==> src/rtl/uart_frame_tx_pkg.sv <==
// Shared definitions for the UART frame transmitter and its matching receiver.
//   tx_state_e         : frame FSM state encoding
//   DefaultClksPerBit  : clock cycles per bit for 10 MHz / 115200 baud
//   even_parity()      : XOR of a byte, used as the even-parity bit
package uart_frame_tx_pkg;

    localparam int unsigned DefaultClksPerBit = 87;

    typedef enum logic [2:0] {
        StIdle,
        StStart,
        StData,
        StParity,
        StStop
    } tx_state_e;

    function automatic logic even_parity(input logic [7:0] data);
        return ^data;
    endfunction

endpackage

==> src/rtl/uart_frame_tx_if.sv <==
// Byte-stream handshake and serial-side status of the UART frame transmitter.
//   master : producer side (drives tx_data/tx_valid, observes the rest)
//   slave  : transmitter side
interface uart_frame_tx_if;

    logic [7:0] tx_data;        // byte to send, sampled only on acceptance
    logic       tx_valid;       // producer offers tx_data
    logic       tx_ready;       // transmitter can accept a byte this cycle
    logic       tx_serial_out;  // serial line, idle high
    logic       tx_busy;        // a frame is in progress
    logic       frame_done;     // pulse in the last cycle of the stop bit

    modport master (
        output tx_data,
        output tx_valid,
        input  tx_ready,
        input  tx_serial_out,
        input  tx_busy,
        input  frame_done
    );

    modport slave (
        input  tx_data,
        input  tx_valid,
        output tx_ready,
        output tx_serial_out,
        output tx_busy,
        output frame_done
    );

endinterface

==> src/rtl/baud_tick_gen.sv <==
// Bit-period counter. Counts 0..CLKS_PER_BIT-1 and asserts tick in the last
// cycle of each bit period; clear holds the count at zero.
//   clk   : clock, rising edge
//   rst   : synchronous active-high reset
//   clear : force count to zero on the next edge
//   tick  : high while the count equals CLKS_PER_BIT-1
module baud_tick_gen #(
    parameter int unsigned CLKS_PER_BIT = 87
) (
    input  logic clk,
    input  logic rst,
    input  logic clear,
    output logic tick
);

    localparam int unsigned CntW = (CLKS_PER_BIT > 1) ? $clog2(CLKS_PER_BIT) : 1;
    localparam logic [CntW-1:0] CntMax = CntW'(CLKS_PER_BIT - 1);

    logic [CntW-1:0] cnt_q, cnt_d;

    assign tick = (cnt_q == CntMax);

    always_comb begin
        cnt_d = cnt_q + 1'b1;
        if (clear || tick) begin
            cnt_d = '0;
        end
    end

    always_ff @(posedge clk) begin
        if (rst) begin
            cnt_q <= '0;
        end else begin
            cnt_q <= cnt_d;
        end
    end

endmodule

==> src/rtl/uart_frame_tx.sv <==
// UART frame transmitter: start bit, 8 data bits LSB first, optional even
// parity, one stop bit. Accepts one byte per frame through a valid/ready
// handshake; ready only in IDLE, so a held tx_valid gives exactly one idle
// cycle between frames.
//   clk : clock, rising edge
//   rst : synchronous active-high reset, aborts any frame in progress
//   bus : uart_frame_tx_if.slave (tx_data, tx_valid, tx_ready,
//         tx_serial_out, tx_busy, frame_done)
module uart_frame_tx
    import uart_frame_tx_pkg::*;
#(
    parameter int unsigned CLKS_PER_BIT = DefaultClksPerBit,
    parameter bit          PARITY_EN    = 1'b0
) (
    input  logic            clk,
    input  logic            rst,
    uart_frame_tx_if.slave  bus
);

    tx_state_e  state_q, state_d;
    logic [7:0] shift_q, shift_d;
    logic [2:0] idx_q, idx_d;
    logic       parity_q, parity_d;
    logic       serial_q, serial_d;
    logic       tick;

    // Counter held at zero in IDLE, so every frame starts a fresh bit period.
    baud_tick_gen #(
        .CLKS_PER_BIT (CLKS_PER_BIT)
    ) u_baud (
        .clk   (clk),
        .rst   (rst),
        .clear (state_q == StIdle),
        .tick  (tick)
    );

    assign bus.tx_ready      = (state_q == StIdle);
    assign bus.tx_busy       = (state_q != StIdle);
    assign bus.tx_serial_out = serial_q;
    assign bus.frame_done    = (state_q == StStop) && tick;

    // serial_d is the line value for the first cycle of the next state.
    always_comb begin
        state_d  = state_q;
        shift_d  = shift_q;
        idx_d    = idx_q;
        parity_d = parity_q;
        serial_d = serial_q;
        case (state_q)
            StIdle: begin
                serial_d = 1'b1;
                if (bus.tx_valid) begin
                    shift_d  = bus.tx_data;
                    parity_d = even_parity(bus.tx_data);
                    serial_d = 1'b0;
                    state_d  = StStart;
                end
            end
            StStart: begin
                if (tick) begin
                    serial_d = shift_q[0];
                    shift_d  = {1'b0, shift_q[7:1]};
                    idx_d    = 3'd0;
                    state_d  = StData;
                end
            end
            StData: begin
                if (tick) begin
                    if (idx_q == 3'd7) begin
                        if (PARITY_EN) begin
                            serial_d = parity_q;
                            state_d  = StParity;
                        end else begin
                            serial_d = 1'b1;
                            state_d  = StStop;
                        end
                    end else begin
                        idx_d    = idx_q + 3'd1;
                        serial_d = shift_q[0];
                        shift_d  = {1'b0, shift_q[7:1]};
                    end
                end
            end
            StParity: begin
                if (tick) begin
                    serial_d = 1'b1;
                    state_d  = StStop;
                end
            end
            StStop: begin
                if (tick) begin
                    serial_d = 1'b1;
                    state_d  = StIdle;
                end
            end
            default: begin
                serial_d = 1'b1;
                state_d  = StIdle;
            end
        endcase
    end

    always_ff @(posedge clk) begin
        if (rst) begin
            state_q  <= StIdle;
            shift_q  <= 8'h00;
            idx_q    <= 3'd0;
            parity_q <= 1'b0;
            serial_q <= 1'b1;
        end else begin
            state_q  <= state_d;
            shift_q  <= shift_d;
            idx_q    <= idx_d;
            parity_q <= parity_d;
            serial_q <= serial_d;
        end
    end

endmodule

==> src/flat_wrapper.sv <==
// flat-port wrapper written by rule: the top's interface ports become plain ports
module uart_frame_tx_flat import uart_frame_tx_pkg::*;
#(
    parameter int unsigned CLKS_PER_BIT = DefaultClksPerBit,
    parameter bit          PARITY_EN    = 1'b0
)
  (clk, rst, bus_tx_data, bus_tx_valid, bus_tx_ready, bus_tx_serial_out, bus_tx_busy, bus_frame_done);
  uart_frame_tx_if bus_i ();
  input  logic clk;
  input  logic rst;
  input wire logic [$bits(bus_i.tx_data)-1:0] bus_tx_data;
  input wire logic [$bits(bus_i.tx_valid)-1:0] bus_tx_valid;
  output wire logic [$bits(bus_i.tx_ready)-1:0] bus_tx_ready;
  output wire logic [$bits(bus_i.tx_serial_out)-1:0] bus_tx_serial_out;
  output wire logic [$bits(bus_i.tx_busy)-1:0] bus_tx_busy;
  output wire logic [$bits(bus_i.frame_done)-1:0] bus_frame_done;
  assign bus_i.tx_data = bus_tx_data;
  assign bus_i.tx_valid = bus_tx_valid;
  assign bus_tx_ready = bus_i.tx_ready;
  assign bus_tx_serial_out = bus_i.tx_serial_out;
  assign bus_tx_busy = bus_i.tx_busy;
  assign bus_frame_done = bus_i.frame_done;
  uart_frame_tx #(.CLKS_PER_BIT(CLKS_PER_BIT), .PARITY_EN(PARITY_EN)) u_core (.clk(clk), .rst(rst), .bus(bus_i));
endmodule
==> config.mk <==
export PLATFORM = sky130hd
export DESIGN_NAME = uart_frame_tx_flat
export DESIGN_NICKNAME = d
export VERILOG_FILES = /design/src/rtl/uart_frame_tx_pkg.sv /design/src/rtl/uart_frame_tx_if.sv /design/src/rtl/baud_tick_gen.sv /design/src/rtl/uart_frame_tx.sv /design/src/flat_wrapper.sv
export SDC_FILE = /design/constraint.sdc
export NUM_CORES = 1
export LEC_CHECK = 0
export CELL_PAD_IN_SITES_DETAIL_PLACEMENT = 0
export CELL_PAD_IN_SITES_GLOBAL_PLACEMENT = 1
export CORE_MARGIN = 10
export CORE_UTILIZATION = 30
export CTS_CLUSTER_DIAMETER = 200
export DETAILED_ROUTE_END_ITERATION = 10
export GPL_ROUTABILITY_DRIVEN = 1
export GPL_TIMING_DRIVEN = 1
export PLACE_DENSITY = 0.69
export SYNTH_ARGS = -nofsm -noshare
export SYNTH_HDL_FRONTEND = slang
export SYNTH_HIERARCHICAL = 1
export SYNTH_SLANG_ARGS = --single-unit
==> constraint.sdc <==
create_clock -name clk -period 2.3 [get_ports clk]
set_input_delay 0.575 -clock clk [delete_from_list [all_inputs] [get_ports clk]]
set_output_delay 0.575 -clock clk [all_outputs]
set_load 0.01 [all_outputs]
======== Word level (Yosys, flattened, before mapping) ========
Index checks and enable logic that the tools add are counted.
cells by class
  add/sub/neg operators ................... 2
  equality and inequality tests ........... 14
  multiplexer cells ....................... 21
  reduce and logical (&&, ||, !) cells .... 12
operator list
  cell                   number
  $mux W8                4
  $mux W3                8
  $pmux W8 S3            1
  $pmux W3 S5            1
  $ne A2 B1 Y1 const B   6
  $add A7 B1 Y7 const B  1
  $eq A7 B7 Y1 const B   1
  $eq A3 B2 Y1 const B   2
  $eq A3 B3 Y1 const B   2
  $pmux W3 S2            1
  $reduce_and A6 Y1      1
  $reduce_bool A3 Y1     2
  $mux W1                5
  $reduce_and A5 Y1      1
  $ne A2 B2 Y1 const B   2
  $pmux W1 S4            1
  $reduce_and A4 Y1      1
  $reduce_or A2 Y1       2
  $add A3 B1 Y3 const B  1
  $eq A3 B1 Y1 const B   1
  $logic_not A3 Y1       1
  $reduce_and A3 Y1      1
  $reduce_bool A2 Y1     1
  $logic_and A1 B1 Y1    1
  $logic_or A1 B1 Y1     1
word-level totals
  register bits ........................... 22
  bits of input ports ..................... 11
  output and inout bits ................... 4
  logic and storage cells ................. 54

======== Depth between registers and ports, before layout ========
Gate-level depths: netlist of the first run.
  depth after elaboration ................. 4
  gate-level depth with buffers ........... 10
  gate-level depth less buffers ........... 8

======== By module ========
Netlist of the first run, hierarchy kept.
by module, submodules not included
  module         times used  cells an instance  area an instance (µm²)  sequential area each (µm²)
  uart_frame_tx  1           87                 799.5                   300.3
  baud_tick_gen  1           33                 301.5                   140.1

======== Least setup slack after synthesis of the first run ========
Ideal clock, no wire load.
  kind .................................... register -> register
  from .................................... register u_core.u_baud.cnt_q[0]
  to ...................................... register u_core.shift_q[0]
  data arrival time ....................... 1786 ps
  data required time ...................... 2221 ps
  path slack .............................. 434 ps
  cell stages (with the launch flop) ...... 11
  period minus slack after synthesis ...... 1866 ps
  cells stage by stage .................... dfxtp_1 inv_1 ha_1 nand4bb_1 nor2_1 clkbuf_1 nand4bb_1 a31oi_4 buf_6 nor2_1 a211oi_2
on the way
  longest elaborated chain between the ends .. 3
RTL lines
  what                                    RTL line              RTL
  start: declaration                      baud_tick_gen.sv:19   logic [CntW-1:0] cnt_q, cnt_d;
  start signal: assignment                baud_tick_gen.sv:34   cnt_q <= cnt_d;
  $eq A7 B7 Y1 (*)                        baud_tick_gen.sv:21   assign tick = (cnt_q == CntMax);
  via u_core.tick                         uart_frame_tx.sv:25   logic tick;
  $ne A2 B1 Y1 (no source line)           --
  $reduce_and A5 Y1 (no source line) (*)  --
  end signal: assignment                  uart_frame_tx.sv:112  shift_q <= shift_d;
  end: declaration                        uart_frame_tx.sv:21   logic [7:0] shift_q, shift_d;
Mark *: on every way through the listed nets, which the timed path passes. The rest lies on a longest branch.
A chain may end at the register's enable or synchronous reset.

======== Final worst setup path of the first run ========
  from .................................... register u_core.state_q[0]
  to ...................................... output bus_tx_ready
on the way
  longest elaborated chain between the ends .. 1
RTL lines
  what                      RTL line              RTL
  start: declaration        uart_frame_tx.sv:20   tx_state_e state_q, state_d;
  start signal: assignment  uart_frame_tx.sv:105  state_q <= StIdle;
  start signal: assignment  uart_frame_tx.sv:111  state_q <= state_d;
  $logic_not A3 Y1          uart_frame_tx.sv:37   assign bus.tx_ready = (state_q == StIdle);
  end: declaration          flat_wrapper.sv:13    output wire logic [$bits(bus_i.tx_ready)-1:0] bus_tx_ready;
No other way between the ends.

==> results.py, run 1 <==
metrics = {
    "run": {
        "drv_cap": 0,
    },
    "logic_synthesis": {
        "syn_inst": 120,
        "synth_fp_nets": 135,
        "avgSynthCellArea_um2": 9.18,
        "synthTopCellsByArea": "dfxtp_1 40%, mux2i_1 7.3%, nor2_1 7.2%",
        "synth.top_cell.area_share_pct": 40.0,
        "synth_seq_area_share_pct": 40.0,
        "ys.flop_type": "dfxtp_1",
        "yosys_warnings": 6,
        "synth_common_cells": "22 x dfxtp_1, 21 x nor2_1, 8 x mux2i_1",
        "ys_seq_elements": 22,
        "async_reset_ff_share_pct": 0,
        "yosysTopAreaCell": "dfxtp_1",
        "ys_types": 33,
        "synth_edf_count": 0,
        "synthMostInstantiatedCell": "dfxtp_1",
        "netlist_area_um2": 1100,
    },
    "global_routing": {
        "grt_pass1_vias": 893,
        "grt_first_pass_wirelength_um": 4060,
        "track_usage_pct": 7.71,
        "antenna_found_initial": 0,
        "grt_max_degree": 17,
        "global_route.overflow_total": 0,
    },
    "detailed_routing": {
        "drc": 0,
        "drtIter0Drc": 80,
        "vias_per_cell": 4.64,
        "wl_per_cell_um": 12.6,
        "first_pass_iters": 6,
        "vias": 859,
        "finalWirelength_um": 2330,
        "ant_nets": 0,
    },
    "floorplanning": {
        "core-area_um2": 3440,
        "die_h_um": 80.6,
        "initial_core_util_pct": 32.0,
        "ios": 15,
        "die_x_um": 80.6,
        "rows": 21,
        "die_area_um2": 6490,
    },
    "cts": {
        "htree_levels": 1,
        "clock_latency_ns": 0.26,
        "cts_setup_buffers": 0,
        "clkSinkCount": 22,
        "path_clk_slew_ns": 0.08,
        "cts-hold-fix-buffers": 0,
        "cts_buffer_depth": 2,
        "clock-root-buffer": "clkbuf_8",
        "cts_buffers": 3,
        "cts_tree": "built",
    },
    "placement": {
        "place_hpwl_um": 1790,
        "port-buffer-count": 14,
        "place.gp.congestion": 0.781,
    },
    "critical_path": {
        "cp.required_ns": 1.73,
        "crit_fanout": 4,
        "reg2reg_slack_ns": 0.34,
        "reg2reg_to": "u_core/shift_q[6]$_SDFFE_PP0P_",
        "crit_arrival_ns": 1.58,
        "critPathKind": "flop to output port",
        "cp-end-kind": "output port",
        "reg2reg_from": "u_core/u_baud/cnt_q[0]$_SDFF_PP0_",
        "r2r_cells": 10,
        "startpoint_type": "flop",
    },
    "sta": {
        "tns_ns": 0,
        "period_minus_slack_ns": 2.16,
        "setup_viol": 0,
        "slew_headroom_pct": 65.8,
        "finClkSkew_ns": 0.00454,
        "rsz0062_at_grt": "no",
        "hold_slack_ns": 0.490,
        "drv_slew": 0,
        "hold_viol": 0,
        "period_share_pct": 93.7,
        "worst_slew_pin_slew_ns": 0.510,
        "fmax_mhz": 464,
    },
    "pwr": {
        "cellLeakagePower_nw": 0.500,
        "clkPwrFrac_pct": 34.0,
        "combPwrFrac_pct": 15.1,
        "total_power_mw": 0.799,
        "p_int_mw": 0.615,
        "switching_share_pct": 22.9,
        "p_sw_mw": 0.183,
        "vdd_drop_max_v": 0.000400,
        "power_density_nw_per_um2": 579,
        "pwr-share-seq_pct": 50.9,
    },
    "min_path": {
        "hold_start": "u_core/shift_q[7]$_SDFFE_PP0P_",
        "hold_path.class": "flop to flop",
        "hold_path_end": "u_core/shift_q[7]$_SDFFE_PP0P_",
        "whs_path_depth": 2,
    },
    "final_layout": {
        "drive_gt1_share_pct": 15.1,
        "nets": 155,
        "n_antenna_cell": 0,
        "area_growth_pct": 25.2,
        "fin_util_pct": 40.1,
    },
    "run_status": {
        "status": "complete, no violations",
    },
}
## layout make-up
| type | count | area [µm²] |
|---|---|---|
| Multi-Input combinational cell | 87 | 602 |
| Sequential cell | 22 | 442 |
| Tap cell | 46 | 57.6 |
| Clock buffer | 4 | 55.1 |
| Timing Repair Buffer | 21 | 204 |
| Inverter | 5 | 18.8 |
| Fill cell | 357 | 2060 |
## cell usage in the layout, fill, tap and decap left out, drive strengths merged, types with 5 or more instances in the layout
| cell type | netlist | routed |
|---|---|---|
| dfxtp | 22 | 22 |
| nor2 | 22 | 22 |
| clkdlybuf4s50 | 0 | 13 |
| mux2i | 8 | 8 |
| a211oi | 8 | 8 |
| o21ai | 7 | 7 |
| buf | 3 | 7 |
| inv | 5 | 5 |
| nand2 | 5 | 5 |
| a21oi | 5 | 5 |
## routing by layer
layer | global-route usage (%) | wire length, µm
met4 | 1.94 | 0
met3 | 3.12 | 113
met5 | 0 | 0
met2 | 12.9 | 1110
met1 | 8.87 | 1110
## worst max-delay path by stage
stage	from	to	slack, ns
floorplan	u_core/u_baud/cnt_q[0]$_SDFF_PP0_	u_core/shift_q[0]$_SDFFE_PP0P_	0.43
global placement	bus_tx_valid	u_core/shift_q[5]$_SDFFE_PP0P_	0.16
detailed placement	bus_tx_valid	u_core/shift_q[5]$_SDFFE_PP0P_	0.13
CTS	u_core/state_q[0]$_SDFFE_PP0P_	bus_tx_ready	0.07
global route	u_core/state_q[0]$_SDFFE_PP0P_	bus_tx_ready	0.05
finish	u_core/state_q[0]$_SDFFE_PP0P_	bus_tx_ready	0.14
## worst max-delay path, cell delays in order, from the launching register on
cell	delay (ns)
dfxtp_1	0.32
nor2_2	0.19
nand2_1	0.14
inv_1	0.12
clkdlybuf4s50_1	0.55
## metrics by stage
| stage | area, µm² | instances | setup WS [ns] |
|---|---|---|---|
| 6_report | 1380 | 185 | 0.145 |
| 5_1_grt | 1380 | 185 | 0.0482 |
| 4_1_cts | 1380 | 185 | 0.0716 |
| 3_5_place_dp | 1320 | 181 | 0.128 |
| 3_3_place_gp | 1320 | 181 | 0.160 |
| 2_1_floorplan | 1100 | 120 | 0.434 |
## flip-flops by register name, indices dropped and copies added (netlist names)
name and count:
u_core/shift_q 8, u_core/u_baud/cnt_q 7, u_core/idx_q 3, u_core/state_q 3
u_core/bus.tx_serial_out 1
## what timing repair did
action | in CTS | in global routing
endpoints found under the hold margin | 0 | 0
pin swaps | 1 | 0
gates cloned | 0 | 0
setup endpoints to repair | 1 | 1
resized for setup | 3 | 1
## cell families (layout without fill, tap and decap cells)
logic type      count (synthesis)  after routing  synth area share (%)
compound gates                 27             27                  18.4
fa+ha+maj                       4              4                  4.55
buf+inv                        11             30                  5.80
simple gates                   44             44                  20.8
mux                             8              8                  7.27
flops                          22             22                  40.0
xor+xnor                        4              4                  3.18
## power by group through the flow
| stage | sequential [mW] | combinational (mW) | clock [mW] |
|---|---|---|---|
| finish | 0.406 | 0.121 | 0.272 |
| global route | 0.409 | 0.133 | 0.302 |
| CTS | 0.406 | 0.122 | 0.286 |
| detailed placement | 0.415 | 0.121 | 0 |
| global placement | 0.415 | 0.119 | 0 |
| floorplan | 0.415 | 0.0737 | 0 |
No activity file was read; power rests on OpenSTA's default activity.
==> run 2: changes to the inputs <==
--- a/config.mk
+++ b/config.mk
@@ -11,9 +11,10 @@
 export CORE_UTILIZATION = 30
 export CTS_CLUSTER_DIAMETER = 200
 export DETAILED_ROUTE_END_ITERATION = 10
-export GPL_ROUTABILITY_DRIVEN = 1
+export GPL_ROUTABILITY_DRIVEN = 0
 export GPL_TIMING_DRIVEN = 1
 export PLACE_DENSITY = 0.69
+export REMOVE_ABC_BUFFERS = 1
 export SYNTH_ARGS = -nofsm -noshare
 export SYNTH_HDL_FRONTEND = slang
 export SYNTH_HIERARCHICAL = 1
==> results.py, run 2 (same netlist as run 1, synthesis figures left out) <==
metrics = {
    "final_layout": {
        "seqCellArea_um2": 440,
        "largest_register": "u_core/shift_q",
        "largest_reg_flops": 8,
        "reg_top3": "u_core/shift_q: 8 flops, u_core/u_baud/cnt_q: 7 flops",
        "multi_input_area_um2": 607,
        "final_cell_mix": "22 x dfxtp_1, 19 x nor2_1, 13 x clkdlybuf4s50_1, 8 x mux2i_1, 8 x buf_4",
        "area_growth_pct": 26.9,
        "fillers": 349,
        "n_antenna_cell": 0,
        "nets": 157,
        "drive_gt1_share_pct": 16.3,
        "final_common_cell": "dfxtp_1",
    },
    "detailed_routing": {
        "vias_per_cell": 4.76,
        "vias": 891,
        "drtIter0Drc": 41,
        "first_pass_iters": 4,
        "wl_per_cell_um": 12.3,
        "drc": 0,
        "finalWirelength_um": 2310,
        "ant_nets": 0,
    },
    "cts": {
        "htree_levels": 1,
        "cts_buffers": 3,
        "cts-hold-fix-buffers": 0,
        "clock_latency_ns": 0.26,
        "path_clk_slew_ns": 0.08,
        "clkSinkCount": 22,
        "cts_buffer_depth": 2,
        "cts_tree": "built",
        "clock-root-buffer": "clkbuf_8",
    },
    "sta": {
        "setup_viol": 0,
        "drv_slew": 0,
        "slew_headroom_pct": 63.3,
        "rsz0062_at_grt": "no",
        "finClkSkew_ns": 0.00895,
        "tns_ns": 0,
        "worst_slew_pin_slew_ns": 0.547,
        "fmax_mhz": 471,
        "hold_slack_ns": 0.473,
        "period_minus_slack_ns": 2.12,
        "period_share_pct": 92.4,
        "hold_viol": 0,
    },
    "critical_path": {
        "reg2reg_to": "u_core/shift_q[6]$_SDFFE_PP0P_",
        "cp-end-kind": "flop",
        "startpoint_type": "flop",
        "reg2reg_from": "u_core/u_baud/cnt_q[0]$_SDFF_PP0_",
        "cp.required_ns": 2.48,
        "crit_arrival_ns": 2.30,
        "crit_fanout": 16,
        "reg2reg_slack_ns": 0.18,
        "critPathKind": "flop to flop",
        "r2r_cells": 12,
    },
    "run_status": {
        "status": "complete, no violations",
    },
    "global_routing": {
        "global_route.overflow_total": 0,
        "track_usage_pct": 7.22,
        "grt_max_degree": 17,
        "grt_pass1_vias": 854,
        "grt_first_pass_wirelength_um": 3860,
        "antenna_found_initial": 0,
    },
    "floorplanning": {
        "initial_core_util_pct": 32.0,
        "die_h_um": 80.6,
        "rows": 21,
        "core-area_um2": 3440,
        "ios": 15,
        "die_x_um": 80.6,
        "die_area_um2": 6490,
    },
    "placement": {
        "port-buffer-count": 14,
        "place_hpwl_um": 1770,
    },
    "pwr": {
        "vdd_drop_max_v": 0.000233,
        "cellLeakagePower_nw": 0.510,
        "power_density_nw_per_um2": 572,
    },
    "min_path": {
        "hold_start": "u_core/shift_q[7]$_SDFFE_PP0P_",
        "hold_path_end": "u_core/shift_q[7]$_SDFFE_PP0P_",
        "whs_path_depth": 2,
        "hold_path.class": "flop to flop",
    },
    "run": {
        "drv_cap": 0,
    },
}
run 2: changes by cell type in the layout (fill, tap and decap cells not counted):
cell | previous run | this run
buf_4 | 6 | 8
nand4bb_1 | 2 | 1
nand4bb_2 | 0 | 1
dfxtp_1 | 21 | 22
dfxtp_2 | 1 | 0
run 2: power by group:
part	total (mW)	leakage, nW	internal (mW)	switching (mW)
clock network	0.272	0.0288	0.152	0.120
logic	0.120	0.301	0.0656	0.0549
registers	0.407	0.180	0.398	0.00906
run 2: what timing repair did:
action | in CTS | in global routing
gates resized for setup | 1 | 3
setup endpoints to repair | 1 | 9
buffers inserted | 2 | 1
pin swaps | 1 | 1
run 2: worst max-delay path by stage:
stage                                           start                             end  slack, ns  cells after the start
floorplan           u_core/u_baud/cnt_q[0]$_SDFF_PP0_  u_core/shift_q[0]$_SDFFE_PP0P_       0.41                      8
global placement                         bus_tx_valid  u_core/shift_q[6]$_SDFFE_PP0P_       0.07                      5
detailed placement                       bus_tx_valid  u_core/shift_q[6]$_SDFFE_PP0P_       0.03                      5
CTS                 u_core/u_baud/cnt_q[0]$_SDFF_PP0_  u_core/shift_q[6]$_SDFFE_PP0P_      0.002                     11
global route        u_core/u_baud/cnt_q[0]$_SDFF_PP0_  u_core/shift_q[4]$_SDFFE_PP0P_      0.009                     12
finish              u_core/u_baud/cnt_q[0]$_SDFF_PP0_  u_core/shift_q[6]$_SDFFE_PP0P_       0.18                     12
run 2: stage by stage:
| step | instances | setup WS (ns) | power (mW) | utilization (%) | cell area (µm²) |
|---|---|---|---|---|---|
| after floorplan | 114 | 0.406 | 0.479 | - | 1060 |
| after global placement | 180 | 0.0654 | 0.527 | 37.7 | 1300 |
| after global routing | 187 | 0.00885 | 0.842 | 40.6 | 1400 |
| final | 187 | 0.176 | 0.799 | 40.6 | 1400 |
| after detailed placement | 180 | 0.0330 | 0.529 | 37.7 | 1300 |
| after CTS | 186 | 0.00226 | 0.810 | 39.7 | 1370 |
run 2: cell type report:
class | count | area share [%]
clock buffers | 4 | 3.94
repair buffers | 23 | 15.7
flip-flops and latches | 22 | 31.5
well taps | 46 | 4.12
inverters | 5 | 1.34
multi-input cells | 87 | 43.4
run 2: layer usage:
| layer | up-vias | GRT usage, % | wire [µm] |
|---|---|---|---|
| met3 | 2 | 2.34 | 116 |
| met1 | 414 | 8.81 | 1120 |
| li1 | 463 | - | - |
| met5 | - | 0 | 0 |
| met4 | 0 | 3.17 | 16 |
| met2 | 12 | 11.2 | 1060 |
run 2: critical path: stages (launching register included):
cell and delay (ns):
dfxtp_1 0.35, inv_1 0.07, ha_1 0.14, nand4bb_1 0.14, nor2_2 0.15, buf_4 0.11, buf_4 0.09, buf_4 0.14
nand4bb_2 0.18, a31oi_4 0.25, buf_12 0.16, nor2_1 0.05, a211oi_1 0.21
